### src/rtl/block_f_pkg.sv
// rtl/block_f_pkg.sv - shared constants and sizing helper for the block_f datapath
// Contents: BF_IN_W (adder input width), BF_OUT_W (signed adder output width),
//           min_acc_w(len) (smallest accumulator width that cannot overflow).
package block_f_pkg;

  localparam int BF_IN_W  = 11;
  localparam int BF_OUT_W = 5;

  // Smallest w with 2^(w-1) > BF_IN_W*len, i.e. a signed w-bit register holds
  // the full +/- BF_IN_W*len frame range.
  function automatic int min_acc_w(input int len);
    for (int w = 2; w < 32; w++) begin
      if ((64'd1 << (w - 1)) > 64'(BF_IN_W * len)) return w;
    end
    return 32;
  endfunction

endpackage

### src/rtl/block_f.sv
// rtl/block_f.sv - 11-input +/-1 adder: each input bit counts +1 when set, -1 when clear
// Ports: data_i [BF_IN_W] input vector; sum_o [BF_OUT_W] signed 2*popcount-11.
module block_f
  import block_f_pkg::*;
(
  input  logic [BF_IN_W-1:0]         data_i,
  output logic signed [BF_OUT_W-1:0] sum_o
);

  logic [3:0] ones;

  always_comb begin
    ones = '0;
    for (int i = 0; i < BF_IN_W; i++) begin
      ones = ones + {3'b000, data_i[i]};
    end
  end

  // 2*ones ranges 0..22 and the result -11..+11, both of which fit in 5 bits.
  assign sum_o = signed'({ones, 1'b0} - 5'd11);

endmodule

### src/rtl/rr_arb2.sv
// rtl/rr_arb2.sv - two-way round-robin arbiter with hold/advance control
// Ports: clk_i, rst_i (async, active high), valid_i[1:0] requests,
//        advance_i (pointer may move this cycle), grant_o[1:0] one-hot grant.
module rr_arb2 (
  input  logic       clk_i,
  input  logic       rst_i,
  input  logic [1:0] valid_i,
  input  logic       advance_i,
  output logic [1:0] grant_o
);

  logic ptr_q, ptr_d;

  always_comb begin
    grant_o = 2'b00;
    case (valid_i)
      2'b01:   grant_o = 2'b01;
      2'b10:   grant_o = 2'b10;
      2'b11:   grant_o = ptr_q ? 2'b10 : 2'b01;
      default: grant_o = 2'b00;
    endcase
  end

  // Priority passes to whichever requester was not granted.
  always_comb begin
    ptr_d = ptr_q;
    if (advance_i && (grant_o != 2'b00)) begin
      ptr_d = grant_o[0];
    end
  end

  always_ff @(posedge clk_i or posedge rst_i) begin
    if (rst_i) begin
      ptr_q <= 1'b0;
    end else begin
      ptr_q <= ptr_d;
    end
  end

endmodule

### src/rtl/block_f_rr_accum.sv
// rtl/block_f_rr_accum.sv - round-robin frame accumulator sharing one block_f adder
// Ports: clk, rst (async, active high); req0/req1 valid/data/ready word inputs;
//        res_valid/res_id/res_sum result output with res_ready backpressure.
module block_f_rr_accum
  import block_f_pkg::*;
#(
  parameter int LEN   = 16,
  parameter int ACC_W = 9
) (
  input  logic                    clk,
  input  logic                    rst,
  input  logic                    req0_valid,
  input  logic [BF_IN_W-1:0]      req0_data,
  output logic                    req0_ready,
  input  logic                    req1_valid,
  input  logic [BF_IN_W-1:0]      req1_data,
  output logic                    req1_ready,
  output logic                    res_valid,
  output logic                    res_id,
  output logic signed [ACC_W-1:0] res_sum,
  input  logic                    res_ready
);

  localparam int CNT_W = $clog2(LEN);

  logic                    stall;
  logic [1:0]              grant;
  logic                    accept;

  logic                    s1_vld_q, s1_vld_d;
  logic                    s1_id_q, s1_id_d;
  logic [BF_IN_W-1:0]      s1_data_q, s1_data_d;

  logic signed [ACC_W-1:0] acc_q [2];
  logic signed [ACC_W-1:0] acc_d [2];
  logic [CNT_W-1:0]        cnt_q [2];
  logic [CNT_W-1:0]        cnt_d [2];

  logic                    res_valid_q, res_valid_d;
  logic                    res_id_q, res_id_d;
  logic signed [ACC_W-1:0] res_sum_q, res_sum_d;

  logic signed [BF_OUT_W-1:0] bf_sum;
  logic signed [ACC_W-1:0]    word_val;

  // A held result freezes the whole pipeline, arbiter pointer included.
  assign stall = res_valid_q & ~res_ready;

  rr_arb2 u_arb (
    .clk_i     (clk),
    .rst_i     (rst),
    .valid_i   ({req1_valid, req0_valid}),
    .advance_i (~stall),
    .grant_o   (grant)
  );

  assign req0_ready = ~stall & grant[0];
  assign req1_ready = ~stall & grant[1];
  assign accept     = req0_ready | req1_ready;

  block_f u_block_f (
    .data_i (s1_data_q),
    .sum_o  (bf_sum)
  );

  assign word_val = {{(ACC_W - BF_OUT_W){bf_sum[BF_OUT_W-1]}}, bf_sum};

  always_comb begin
    s1_vld_d    = s1_vld_q;
    s1_id_d     = s1_id_q;
    s1_data_d   = s1_data_q;
    acc_d       = acc_q;
    cnt_d       = cnt_q;
    res_valid_d = res_valid_q;
    res_id_d    = res_id_q;
    res_sum_d   = res_sum_q;

    if (!stall) begin
      s1_vld_d = accept;
      if (accept) begin
        s1_id_d   = req1_ready;
        s1_data_d = req1_ready ? req1_data : req0_data;
      end

      // Not stalled means any held result is consumed this edge, so res_valid
      // only stays high when a new frame completes (back-to-back results).
      res_valid_d = 1'b0;
      if (s1_vld_q) begin
        if (cnt_q[s1_id_q] == CNT_W'(LEN - 1)) begin
          res_valid_d     = 1'b1;
          res_id_d        = s1_id_q;
          res_sum_d       = acc_q[s1_id_q] + word_val;
          acc_d[s1_id_q]  = '0;
          cnt_d[s1_id_q]  = '0;
        end else begin
          acc_d[s1_id_q]  = acc_q[s1_id_q] + word_val;
          cnt_d[s1_id_q]  = cnt_q[s1_id_q] + CNT_W'(1);
        end
      end
    end
  end

  always_ff @(posedge clk or posedge rst) begin
    if (rst) begin
      s1_vld_q    <= 1'b0;
      s1_id_q     <= 1'b0;
      s1_data_q   <= '0;
      acc_q[0]    <= '0;
      acc_q[1]    <= '0;
      cnt_q[0]    <= '0;
      cnt_q[1]    <= '0;
      res_valid_q <= 1'b0;
      res_id_q    <= 1'b0;
      res_sum_q   <= '0;
    end else begin
      s1_vld_q    <= s1_vld_d;
      s1_id_q     <= s1_id_d;
      s1_data_q   <= s1_data_d;
      acc_q       <= acc_d;
      cnt_q       <= cnt_d;
      res_valid_q <= res_valid_d;
      res_id_q    <= res_id_d;
      res_sum_q   <= res_sum_d;
    end
  end

  assign res_valid = res_valid_q;
  assign res_id    = res_id_q;
  assign res_sum   = res_sum_q;

endmodule

### config.mk
export PLATFORM = sky130hd
export DESIGN_NAME = block_f_rr_accum
export DESIGN_NICKNAME = d
export VERILOG_FILES = /design/src/rtl/block_f_pkg.sv /design/src/rtl/block_f.sv /design/src/rtl/rr_arb2.sv /design/src/rtl/block_f_rr_accum.sv
export SDC_FILE = /design/constraint.sdc
export NUM_CORES = 1
export LEC_CHECK = 0
export BUFFER_PORTS_ARGS = -buffer_cell sky130_fd_sc_hd__buf_2
export CAP_MARGIN = 40
export CORE_MARGIN = 2
export CORE_UTILIZATION = 52
export CTS_BUF_LIST = sky130_fd_sc_hd__clkbuf_16
export DETAILED_ROUTE_END_ITERATION = 7
export PLACE_DENSITY = 0.75
export SLEW_MARGIN = 20
export SYNTH_ARGS = -nofsm -noshare
export SYNTH_HDL_FRONTEND = slang
export SYNTH_SLANG_ARGS = --single-unit
### constraint.sdc
create_clock -name clk -period 4.9 [get_ports clk]
set_input_delay 0 -clock clk [delete_from_list [all_inputs] [get_ports clk]]
set_output_delay 0 -clock clk [all_outputs]
set_load 0.1 [all_outputs]
# Yosys cells after proc, flatten, opt, wreduce, memory -nomap -nowiden
# Cells that the tools add are included.
# Widths: inputs -> output; s select.
# totals
wordCells,66
n_memories,0
mem_bits_rw,0
reg_bits,51
romBits,0
latchBits,0
output_inout_bits,13
in_bits,27
# classes
n_lt_le_gt_ge,2
addsub,13
n_mul,0
reduce_logical,6
shift,0
n_bitwise,11
div_mod_pow,0
eq_ne,4
mux,19
# op_table
operator,n
$add 4x1->4,9
$mux 9,4
$and 18x18->18,1
$bwmux 18,1
$mux 18,1
$not 18->18,1
$mux 4,4
$mux 11,1
$add 9x5->9,1
$demux 9 s1,1
$and 8x8->8,1
$bwmux 8,1
$mux 8,1
$not 8->8,1
$pmux 2 s3,1
$sub 5x4->5 const B,1
$add 4x1->4 const B,1
$demux 4 s1,1
$eq 2x2->1 const B,2
$eq 4x4->1 const B,1
$reduce_and 2->1,2
$and 1x1->1,3
$reduce_and 3->1,1
$add 1x1->2,1
other kinds (10),13

# Logic depth before layout (Yosys ltp)
# Gate-level depths: netlist of the first run.
# depth
depth_word,14
depth_mapped,19

# By module
# From an unflattened synthesis of the first run, not the netlist that was laid out.
# unflattened
cells_unflattened,280
hier_area_um2,2811.4
# by_module_without_submodules
mod,n_inst,cells_per_inst,area_each_um2
block_f_rr_accum,1,243,2484.9
block_f,1,30,267.8
rr_arb2,1,7,58.8

# Worst setup path before layout of the first run
# OpenSTA, ideal clock, no wires.
# synth_path
path_type,reg2reg
startpoint,register s1_data_q[0]
endpoint,register acc_q[8] (netlist bit)
t_required_ns,4.761
stages_incl_launch_ff,20
slack_ns,0.149
arrival_time_ns,4.612
n_path_buf,0
cell_sequence,dfrtp_1 ha_1 inv_1 fa_1 fa_1 fa_1 inv_1 ha_1 inv_1 fa_1 inv_1 ha_1 xnor2_4 inv_1 ha_1 a21o_1 nand2b_1 o2111a_2 mux2i_1 o221ai_1
# synth_between
elab_chain_cells,14
# synth_rtl
item,line,text
"start, declared",block_f_rr_accum.sv:32,"logic [BF_IN_W-1:0] s1_data_q, s1_data_d;"
"start signal, assigned",block_f_rr_accum.sv:118,s1_data_q <= s1_data_d;
$add 1x1->2,block_f.sv:15,"ones = ones + {3'b000, data_i[i]};"
$add 4x1->4 (9 in series),block_f.sv:15,
$sub 5x4->5,block_f.sv:20,"assign sum_o = signed'({ones, 1'b0} - 5'd11);"
$add 9x5->9,block_f_rr_accum.sv:96,acc_d[s1_id_q] = acc_q[s1_id_q] + word_val;
$bwmux 18,block_f_rr_accum.sv:96,
$mux 18,block_f_rr_accum.sv:89,if (cnt_q[s1_id_q] == CNT_W'(LEN - 1)) begin
"end, declared",block_f_rr_accum.sv:34,logic signed [ACC_W-1:0] acc_q [2];
# No other way between the ends.
# A chain may end at the register's enable or synchronous reset.

# Worst setup path after layout of the first run
# Ends and elaborated chain as after synthesis.

==> reports/qor.yml, run 1 <==
finalClockSkew_ns: 0.008506
die_w_um: 79.36
worstPathArrival_ns: 4.84
area_growth_pct: 26.02
antenna_cells: 0
vias_per_cell: 5.427
grt-ovfl-total: 0
critPathCaptureType: "flop"
period_minus_slack_ns: 4.686
crit_fanout: 4
wl_per_cell_um: 15.75
grt_pass1_wl_um: 11520
die_area_um2: 6297
clock.fmax_ghz: 0.2134
drv_cap: 0
ys_ff_latch: 51
gp_congestion: 0.8659
synthCells: 309
holdPathStages: 3
grt_pass1_vias: 2492
async_flop_share_pct: 100.0
cts.sinks: 51
period_share_pct: 95.64
std_cell_rows: 27
hold_viol: 0
critPathLaunchType: "flop"
worst_slew_pin_slew_ns: 0.5807
dpl.cell_count: 409
antenna_left: 0
wl_um: 6979
drt_iter0_markers: 133
num_io_pins: 40
clkSlewWorstSetupHoldPaths_ns: 0.07
fin_ws_ns: 0.2136
syn_area_um2: 2953
reg2reg_from: "s1_data_q[0]"
io_buffer_count: 39
critical_path_class: "flop to flop"
layout.nets: 418
cts_setup_buffers: 0
cts_buffer_depth: 2
synth_edf_count: 0
status: "completed"
drc_errors: 0
cts_tree: "built"
cts_root_buffer: "clkbuf_16"
synth_cell_type_count: 39
cp.required_ns: 5.05
clkLatencyLatePin_ns: 0.29
pre_cts_ws_ns: 0.07216
cts_buffers: 5
final_cells: 443
critPathLaunch: "s1_data_q[0]"
grt_max_degree: 31
dp_hpwl_um: 4346
vias: 2404
start_util_pct: 53.62
avgSynthCellArea_um2: 9.556
layout-drive-gt1-share_pct: 22.37
core_area_um2: 5507
ys_seq_area_share_pct: 43.22
dr.pass1.iters: 4
track_usage_pct: 24.10
syn_nets: 357
slew_viol_final: 0
h-tree-depth: 2
dieHeight_um: 79.36
finalSetupViolCount: 0
antenna_found_initial: 0
reg2regPathDepth: 19
min_from: "req0_valid"
slew-limit-headroom_pct: 61.15
ys_warn_count: 0
hp-class: "input pin to flop"
synth_top_flop_cell: "dfrtp_1"
timing repair:
action	in CTS	in global routing
resized for setup	0	10
endpoints found under the hold margin	32	0
hold buffers	23	0
setup endpoints to repair	0	12
logic make-up (layout without fill, tap and decap cells):
logic type | after synthesis | count (layout) | share of synthesized area [%]
AOI/OAI and AO/OA | 60 | 60 | 14.15
xor gates and xnor gates | 14 | 14 | 4.788
adders and majority gates | 21 | 21 | 10.68
buffers and inverters | 35 | 97 | 4.619
DFF | 51 | 51 | 43.22
muxes | 18 | 18 | 6.822
and+or+nand+nor | 110 | 110 | 15.72
area by class of cell:
class / count / area, um^2
well taps: 72 / 90.09
inverters: 21 / 78.83
repair buffers: 68 / 498.0
multi-input cells: 223 / 1585
clock buffers: 5 / 125.1
flip-flops and latches: 51 / 1276
fillers: 395 / 1785
clock inverters: 3 / 67.56
per-layer routing:
layer	GRT usage [%]	vias up	share of wire, %
li1	-	1166	-
met1	30.50	1186	44
met2	41.36	41	51
met3	4.091	11	2.7
met4	9.138	0	2.0
met5	0	-	0
Yosys cell counts, drive strengths merged, types with 6 or more instances:
| cell | instances | share of area (%) |
|---|---|---|
| nand2 | 65 | 8.3 |
| dfrtp | 51 | 43 |
| inv | 21 | 2.7 |
| nor2 | 21 | 2.7 |
| o21ai | 15 | 2.5 |
| ha | 14 | 5.9 |
| mux2 | 14 | 5.3 |
| a31oi | 12 | 2.5 |
| xnor2 | 11 | 3.9 |
| clkbuf | 9 | 1.1 |
| a21o | 8 | 2.0 |
| a21oi | 7 | 1.6 |
| fa | 7 | 4.7 |
| nand3 | 6 | 1.0 |
| o31ai | 6 | 1.5 |
stage by stage:
stage / setup TNS, ns / cell area, um^2 / util (%) / hold WS [ns]
after floorplan: 0 / 2953 / - / 0.1477
after global placement: 0 / 3196 / 58.03 / 0.2557
after detailed placement: 0 / 3216 / 58.40 / 0.05307
after CTS: 0 / 3638 / 66.08 / 0.01341
after global routing: -0.001825 / 3721 / 67.58 / 0.03271
final: 0 / 3721 / 67.58 / 0.01251
final timing paths:
path                              end  slack [ns]
setup / recovery             acc_q[8]        0.21
hold / removal               s1_vld_q        0.01
hold reg to reg              cnt_q[6]        0.46
setup reg to reg             acc_q[8]        0.21
min in group asynchronous   res_valid        0.27
max in group asynchronous  res_sum[5]        4.10
worst max-delay path: stages (launching register included):
cell and delay, ns:
dfrtp_1 0.38, ha_1 0.29, inv_1 0.07, fa_1 0.43, fa_1 0.51, fa_1 0.41
inv_1 0.07, ha_2 0.18, inv_1 0.06, fa_2 0.55, inv_2 0.06, ha_4 0.17
xnor2_4 0.14, inv_2 0.09, ha_4 0.27, a21o_1 0.14, nand2b_1 0.11, o2111a_2 0.22
mux2i_2 0.26, o221ai_1 0.15
flip-flops by register name (all words and copies together), names as in the netlist:
signal	cells
cnt_q	8
s1_id_q	1
res_id	1
res_valid	1
s1_vld_q	1
acc_q	18
res_sum	9
s1_data_q	11
u_arb.ptr_q	1
placed cells by master, fill, tap and decap left out, types with 2 or more instances in the layout:
cell	count
nor2_1	21
nor3_1	2
a31oi_1	12
ha_4	2
buf_2	39
fa_1	6
xor2_1	3
nor2b_1	2
nand3_1	6
o21ai_0	15
o31ai_1	6
and3_1	2
a32o_1	2
nand2b_1	5
xnor2_1	9
mux2i_2	2
bufinv_16	2
mux2_2	14
inv_1	18
a22o_1	4
nand4_1	2
a21oi_1	5
dfrtp_1	51
nand2_1	65
dlygate4sd3_1	23
inv_2	3
ha_1	11
and2_1	2
buf_6	2
a21o_1	8
mux2i_1	2
clkbuf_16	5
buf_4	2
Power of run 1 is not shown: default switching activity piles up to over one toggle a cycle in this logic, so the estimate is an artifact.
==> run 2: changes to the inputs <==
- SYNTH_HIERARCHICAL: default -> 1
==> reports/qor.yml, run 2 <==
vias: 2169  # was 2404
clock.fmax_ghz: 0.2073  # was 0.2134 GHz
worstPathArrival_ns: 5.00  # was 4.84 ns
slew-limit-headroom_pct: 47.27  # was 61.15%
critPathCaptureType: "flop"  # unchanged
io_buffer_count: 39  # unchanged
grt_pass1_wl_um: 10340  # was 11520 um
ys_top_cells_by_count: "nand2_1, dfrtp_1, o21ai_0, inv_1"  # was nand2_1, dfrtp_1, inv_1, nor2_1, o21ai_0
cp.required_ns: 5.07  # was 5.05 ns
clkLatencyLatePin_ns: 0.29  # about the same
multi_input_area_um2: 1446  # was 1585 um^2
num_io_pins: 40  # unchanged
hp-class: "input pin to flop"  # unchanged
yosysMostFrequentCell: "nand2_1"  # unchanged
slew_viol_final: 0  # unchanged
ys_ff_latch: 51  # unchanged
area_growth_pct: 23.85  # was 26.02%
final-seq-area_um2: 1276  # unchanged
synth_edf_count: 0  # unchanged
dp_hpwl_um: 3927  # was 4346 um
drc_errors: 0  # unchanged
grt_pass1_vias: 2243  # was 2492
antenna_cells: 0  # unchanged
critPathLaunchType: "flop"  # unchanged
grt_max_degree: 28  # was 31
period_share_pct: 98.45  # was 95.64%
start_util_pct: 54.35  # was 53.62%
wl_per_cell_um: 14.34  # was 15.75 um
layout.nets: 385  # was 418
final_common_cell: "nand2_1"  # unchanged
dieHeight_um: 77.53  # was 79.36 um
cts_buffer_depth: 2  # unchanged
cts_tree: "built"  # unchanged
synthCells: 280  # was 309
ys_seq_area_share_pct: 45.39  # was 43.22%
synth_top_area_cell: "dfrtp_1"  # unchanged
ys_warn_count: 6  # was 0
largest_reg_flops: 18  # unchanged
drt_iter0_markers: 139  # was 133
h-tree-depth: 2  # unchanged
cts_root_buffer: "clkbuf_16"  # unchanged
status: "completed"  # unchanged
antenna_found_initial: 0  # unchanged
dr.pass1.iters: 4  # unchanged
fill_cells: 401  # was 395
grt-ovfl-total: 0  # unchanged
syn_area_um2: 2811  # was 2953 um^2
yosysTopAreaCellShare_pct: 45.39  # was 43.22%
die_area_um2: 6011  # was 6297 um^2
avgSynthCellArea_um2: 10.04  # was 9.556 um^2
top_register: "acc_q"  # unchanged
vias_per_cell: 5.290  # was 5.427
antenna_left: 0  # unchanged
wl_um: 5878  # was 6979 um
synthTopCellsByArea: "dfrtp_1, nand2_1, fa_1"  # was dfrtp_1, nand2_1, ha_1
rsz0062_at_grt: "yes"
worst_slew_pin_slew_ns: 0.7888  # was 0.5807 ns
critical_path_class: "flop to flop"  # unchanged
cts_buffers: 5  # unchanged
std_cell_rows: 26  # was 27
period_minus_slack_ns: 4.824  # was 4.686 ns
synth_top_flop_cell: "dfrtp_1"  # unchanged
layout_common_cells: "nand2_1, dfrtp_1, buf_2, o21ai_0, inv_1"  # was nand2_1, dfrtp_1, buf_2, dlygate4sd3_1, nor2_1
async_flop_share_pct: 100.0  # unchanged
cts.sinks: 51  # unchanged
syn_nets: 326  # was 357
die_w_um: 77.53  # was 79.36 um
track_usage_pct: 21.57  # was 24.10%
pre_cts_ws_ns: 0.03415  # was 0.07216 ns
fin_ws_ns: 0.07605  # was 0.2136 ns
core_area_um2: 5172  # was 5507 um^2
hold_viol: 0  # unchanged
finalClockSkew_ns: 0.006077  # was 0.008506 ns
synth_cell_type_count: 33  # was 39
layout-drive-gt1-share_pct: 23.82  # was 22.37%
clkSlewWorstSetupHoldPaths_ns: 0.07  # about the same
gp_congestion: 0.8493  # was 0.8659
crit_fanout: 3  # was 4
drv_cap: 0  # unchanged
finalSetupViolCount: 0  # unchanged
==> run 2: cell types whose count changed in the layout (fill, tap and decap cells not counted), moves of 3 or more <==
cell | before | now
xnor2_1 | 9 | 4
o21ai_1 | 0 | 4
a22o_1 | 4 | 0
nor2_1 | 21 | 5
dlygate4sd3_1 | 23 | 15
o21ai_0 | 15 | 30
xor2_1 | 3 | 6
buf_4 | 2 | 8
nand2_1 | 65 | 52
mux2i_1 | 2 | 13
o31ai_1 | 6 | 10
a31oi_1 | 12 | 2
nand3b_1 | 0 | 3
==> run 2: through the flow <==
stage / hold WS (ns) / area [um^2] / setup TNS (ns) / cells / utilization, %
finish: 0.01220 / 3482 / 0 / 410 / 67.32
global route: 0.02330 / 3482 / -0.7644 / 410 / 67.32
CTS: 0.001569 / 3401 / 0 / 405 / 65.75
detailed placement: -0.1484 / 3098 / 0 / 382 / 59.89
global placement: -0.1504 / 3070 / 0 / 381 / 59.36
floorplan: -0.2713 / 2811 / 0 / 280 / -
==> run 2: area by class of cell <==
| type | count | share of cell area (%) |
|---|---|---|
| Clock buffer | 5 | 3.593 |
| Clock inverter | 3 | 0.5749 |
| Inverter | 18 | 1.940 |
| Multi-Input combinational cell | 198 | 41.54 |
| Sequential cell | 51 | 36.65 |
| Tap cell | 70 | 2.515 |
| Timing Repair Buffer | 65 | 13.19 |
==> run 2: logic make-up after synthesis <==
| kind of cell | share of synthesized area [%] |
|---|---|
| flip-flops | 45.39 |
| multiplexers | 9.835 |
| XOR/XNOR | 3.738 |
| buffers and inverters | 4.584 |
| adder cells (fa/ha/maj) | 10.59 |
| AO/OA/AOI/OAI | 14.55 |
| AND/OR/NAND/NOR | 11.17 |
| other | 0.1334 |
==> run 2: routing by layer <==
layer  share of wire, %  track usage (%)  up-vias
met5                  0                0        -
met2                 48            34.87       48
met3                4.1            3.953        8
met4                1.7            7.500        0
met1                 46            29.38     1036
li1                   -                -     1077
==> run 2: final timing paths <==
path	startpoint	to	slack, ns	depth (start not counted)
max	s1_data_q[5]	acc_q[7]	0.08	18
min	req0_data[10]	s1_data_q[10]	0.01	3
max reg2reg	s1_data_q[5]	acc_q[7]	0.08	18
min reg2reg	acc_q[11]	acc_q[11]	0.47	2
max in group asynchronous	rst	res_sum[8]	4.01	4
min in group asynchronous	rst	u_arb/ptr_q	0.09	3
==> run 2: worst max-delay path, stage by stage, from the launching register on <==
cell and delay [ns]:
dfrtp_1 0.40, fa_1 0.53, inv_1 0.05, fa_1 0.44, fa_1 0.51, inv_1 0.06, fa_2 0.36, inv_2 0.06
fa_1 0.44, inv_1 0.08, ha_2 0.18, nor2_1 0.06, a32oi_2 0.24, ha_1 0.29, a21o_1 0.18, a21o_1 0.18
a211oi_2 0.27, xnor2_2 0.12, o31ai_1 0.27
==> run 2: timing repair <==
action / CTS / global route
hold buffers: 15 / 0
endpoints found under the setup margin: 1 / 8
pin swaps: 0 / 9
gates cloned: 0 / 0
setup buffers: 0 / 3
hold endpoints to repair: 39 / 0
gates resized for setup: 1 / 8
Power of run 2 is left out for the same reason.
==> run 3: changes to the inputs <==
--- a/constraint.sdc
+++ b/constraint.sdc
@@ -3,2 +3,2 @@
 set_output_delay 0 -clock clk [all_outputs]
-set_load 0.1 [all_outputs]
+set_load 0.01 [all_outputs]
==> reports/qor.yml, run 3 (synthesis gave the netlist of run 2 again) <==
critPathBufInv: 4  # unchanged
status: "completed"  # unchanged
wl_met1_um: 2755  # was 2692 um
wl_met2_um: 3077  # was 2846 um
core_area_um2: 5172  # unchanged
slew_viol_final: 0  # unchanged
worstPathCellList: "fa_1, inv_1, fa_1, fa_1, inv_1, fa_2, inv_2, fa_1, inv_2, ha_4, nor2_2, a32oi_2, ha_1, a21o_1, a21o_1, a211oi_2, xnor2_2, o31ai_1"  # was fa_1, inv_1, fa_1, fa_1, inv_1, fa_2, inv_2, fa_1, inv_1, ha_2, nor2_1, a32oi_2, ha_1, a21o_1, a21o_1, a211oi_2, xnor2_2, o31ai_1
top_layer: "met4"  # unchanged
layout_common_cells: "nand2_1, dfrtp_1, buf_2, o21ai_0, dlygate4sd3_1"  # was nand2_1, dfrtp_1, buf_2, o21ai_0, inv_1
hp-class: "input pin to flop"  # unchanged
largest_reg_flops: 18  # unchanged
layout.nets: 386  # was 385
io_buffer_count: 39  # unchanged
rsz0062_at_grt: "yes"  # unchanged
fin_ws_ns: 0.1286  # was 0.07605 ns
grt_pass1_wl_um: 10430  # was 10340 um
critPathLaunchType: "flop"  # unchanged
vias: 2180  # was 2169
top_register: "acc_q"  # unchanged
antenna_found_initial: 0  # unchanged
reg2reg_from: "s1_data_q[5]"  # unchanged
cp.required_ns: 5.07  # about the same
hold_viol: 0  # unchanged
die_area_um2: 6011  # unchanged
worstHoldEndpoint: "s1_data_q[0]"  # was s1_data_q[10]
cts_buffer_depth: 2  # unchanged
drt_iter0_markers: 114  # was 139
num_io_pins: 40  # unchanged
area_growth_pct: 25.41  # was 23.85%
worst_slew_pin_slew_ns: 0.8260  # was 0.7888 ns
layout-drive-gt1-share_pct: 23.75  # was 23.82%
slowest_delay_ns: 0.54  # was 0.53 ns
reg2regPathDepth: 18  # unchanged
cts.sinks: 51  # unchanged
crit_cells: 18  # unchanged
period_share_pct: 97.38  # was 98.45%
die_w_um: 77.53  # unchanged
antenna_cells: 0  # unchanged
drv_cap: 0  # unchanged
period_minus_slack_ns: 4.771  # was 4.824 ns
drc_errors: 0  # unchanged
clock.fmax_ghz: 0.2096  # was 0.2073 GHz
std_cell_rows: 26  # unchanged
vias_per_cell: 5.304  # was 5.290
antenna_left: 0  # unchanged
h-tree-depth: 2  # unchanged
start_util_pct: 54.35  # unchanged
wl_met3_um: 203  # was 242 um
r2r_setup_slack_ns: 0.13  # was 0.08 ns
grt_max_degree: 28  # unchanged
cts_root_buffer: "clkbuf_16"  # unchanged
path_common_cell: "fa_1"  # unchanged
dp_hpwl_um: 4046  # was 3927 um
slew-limit-headroom_pct: 44.78  # was 47.27%
clkLatencyLatePin_ns: 0.29  # about the same
cts_buffers: 5  # unchanged
crit_fanout: 3  # unchanged
wl_per_cell_um: 14.90  # was 14.34 um
grt-ovfl-total: 0  # unchanged
cts_tree: "built"  # unchanged
holdPathStages: 3  # unchanged
critPathCaptureType: "flop"  # unchanged
slowest_stage: "fa_1"  # unchanged
finalClockSkew_ns: 0.006703  # was 0.006077 ns
dieHeight_um: 77.53  # unchanged
gp_congestion: 0.8482  # was 0.8493
min_from: "req0_data[0]"  # was req0_data[10]
pre_cts_ws_ns: 0.04140  # was 0.03415 ns
wl_um: 6122  # was 5878 um
dr.pass1.iters: 4  # unchanged
final_common_cell: "nand2_1"  # unchanged
r2r_end: "acc_q[7]"  # unchanged
clkSlewWorstSetupHoldPaths_ns: 0.06  # was 0.07 ns
worstPathArrival_ns: 4.94  # was 5.00 ns
track_usage_pct: 21.93  # was 21.57%
crit_family: "adder cells"  # unchanged
finalSetupViolCount: 0  # unchanged
critical_path_class: "flop to flop"  # unchanged
grt_pass1_vias: 2268  # was 2243
[run 3: cell types whose count changed in the layout (fill, tap and decap cells not counted), moves of 2 or more]
cell / before / now
buf_4: 8 / 6
buf_6: 1 / 3
clkinvlp_4: 2 / 0
dlygate4sd3_1: 15 / 17
[run 3: final cells by class]
| type | instances | area (um^2) |
|---|---|---|
| Fill cell | 387 | 1647 |
| Tap cell | 70 | 87.58 |
| Clock buffer | 5 | 125.1 |
| Timing Repair Buffer | 66 | 471.7 |
| Clock inverter | 3 | 38.79 |
| Sequential cell | 51 | 1276 |
| Inverter | 18 | 67.56 |
| Multi-Input combinational cell | 198 | 1459 |
[run 3: how the worst max path moves through the flow]
stage | slack [ns] | to | start
2_1_floorplan | 0.12 | res_sum[8] | s1_data_q[5]
3_3_place_gp | 0.14 | res_sum[8] | s1_data_q[5]
3_5_place_dp | 0.04 | acc_q[7] | s1_data_q[5]
4_1_cts | 0.05 | res_sum[8] | s1_data_q[5]
5_1_grt | -0.05 | acc_q[7] | s1_data_q[5]
6_report | 0.13 | acc_q[7] | s1_data_q[5]
[run 3: routing by layer]
metal / up-vias / global-route usage (%)
met4: 0 / 6.607
met5: - / 0
met1: 1054 / 28.62
met2: 41 / 37.48
met3: 8 / 3.837
li1: 1077 / -
[run 3: worst reg2reg max path, stage by stage (launching register included)]
cell      delay [ns]
dfrtp_1         0.40
fa_1            0.54
inv_1           0.05
fa_1            0.44
fa_1            0.50
inv_1           0.05
fa_2            0.36
inv_2           0.06
fa_1            0.44
inv_2           0.10
ha_4            0.14
nor2_2          0.04
a32oi_2         0.24
ha_1            0.29
a21o_1          0.18
a21o_1          0.18
a211oi_2        0.28
xnor2_2         0.11
o31ai_1         0.26
[run 3: repair_timing]
action | in CTS | in global routing
hold buffers | 17 | 0
resized for setup | 1 | 10
hold endpoints to repair | 39 | 0
endpoints found under the setup margin | 2 | 6
pin swaps | 0 | 7
setup buffers | 0 | 2
[run 3: metrics by stage]
stage,instance area (um^2),cells,TNS [ns],utilization (%),hold slack [ns]
detailed placement,3102,382,0,59.97,-0.1464
finish,3526,411,0,68.17,0.01465
floorplan,2811,280,0,-,-0.2713
CTS,3443,407,0,66.57,0.005411
global route,3526,411,-0.07937,68.17,0.04679
global placement,3063,380,0,59.22,-0.1504
Power of run 3 is left out for the same reason.
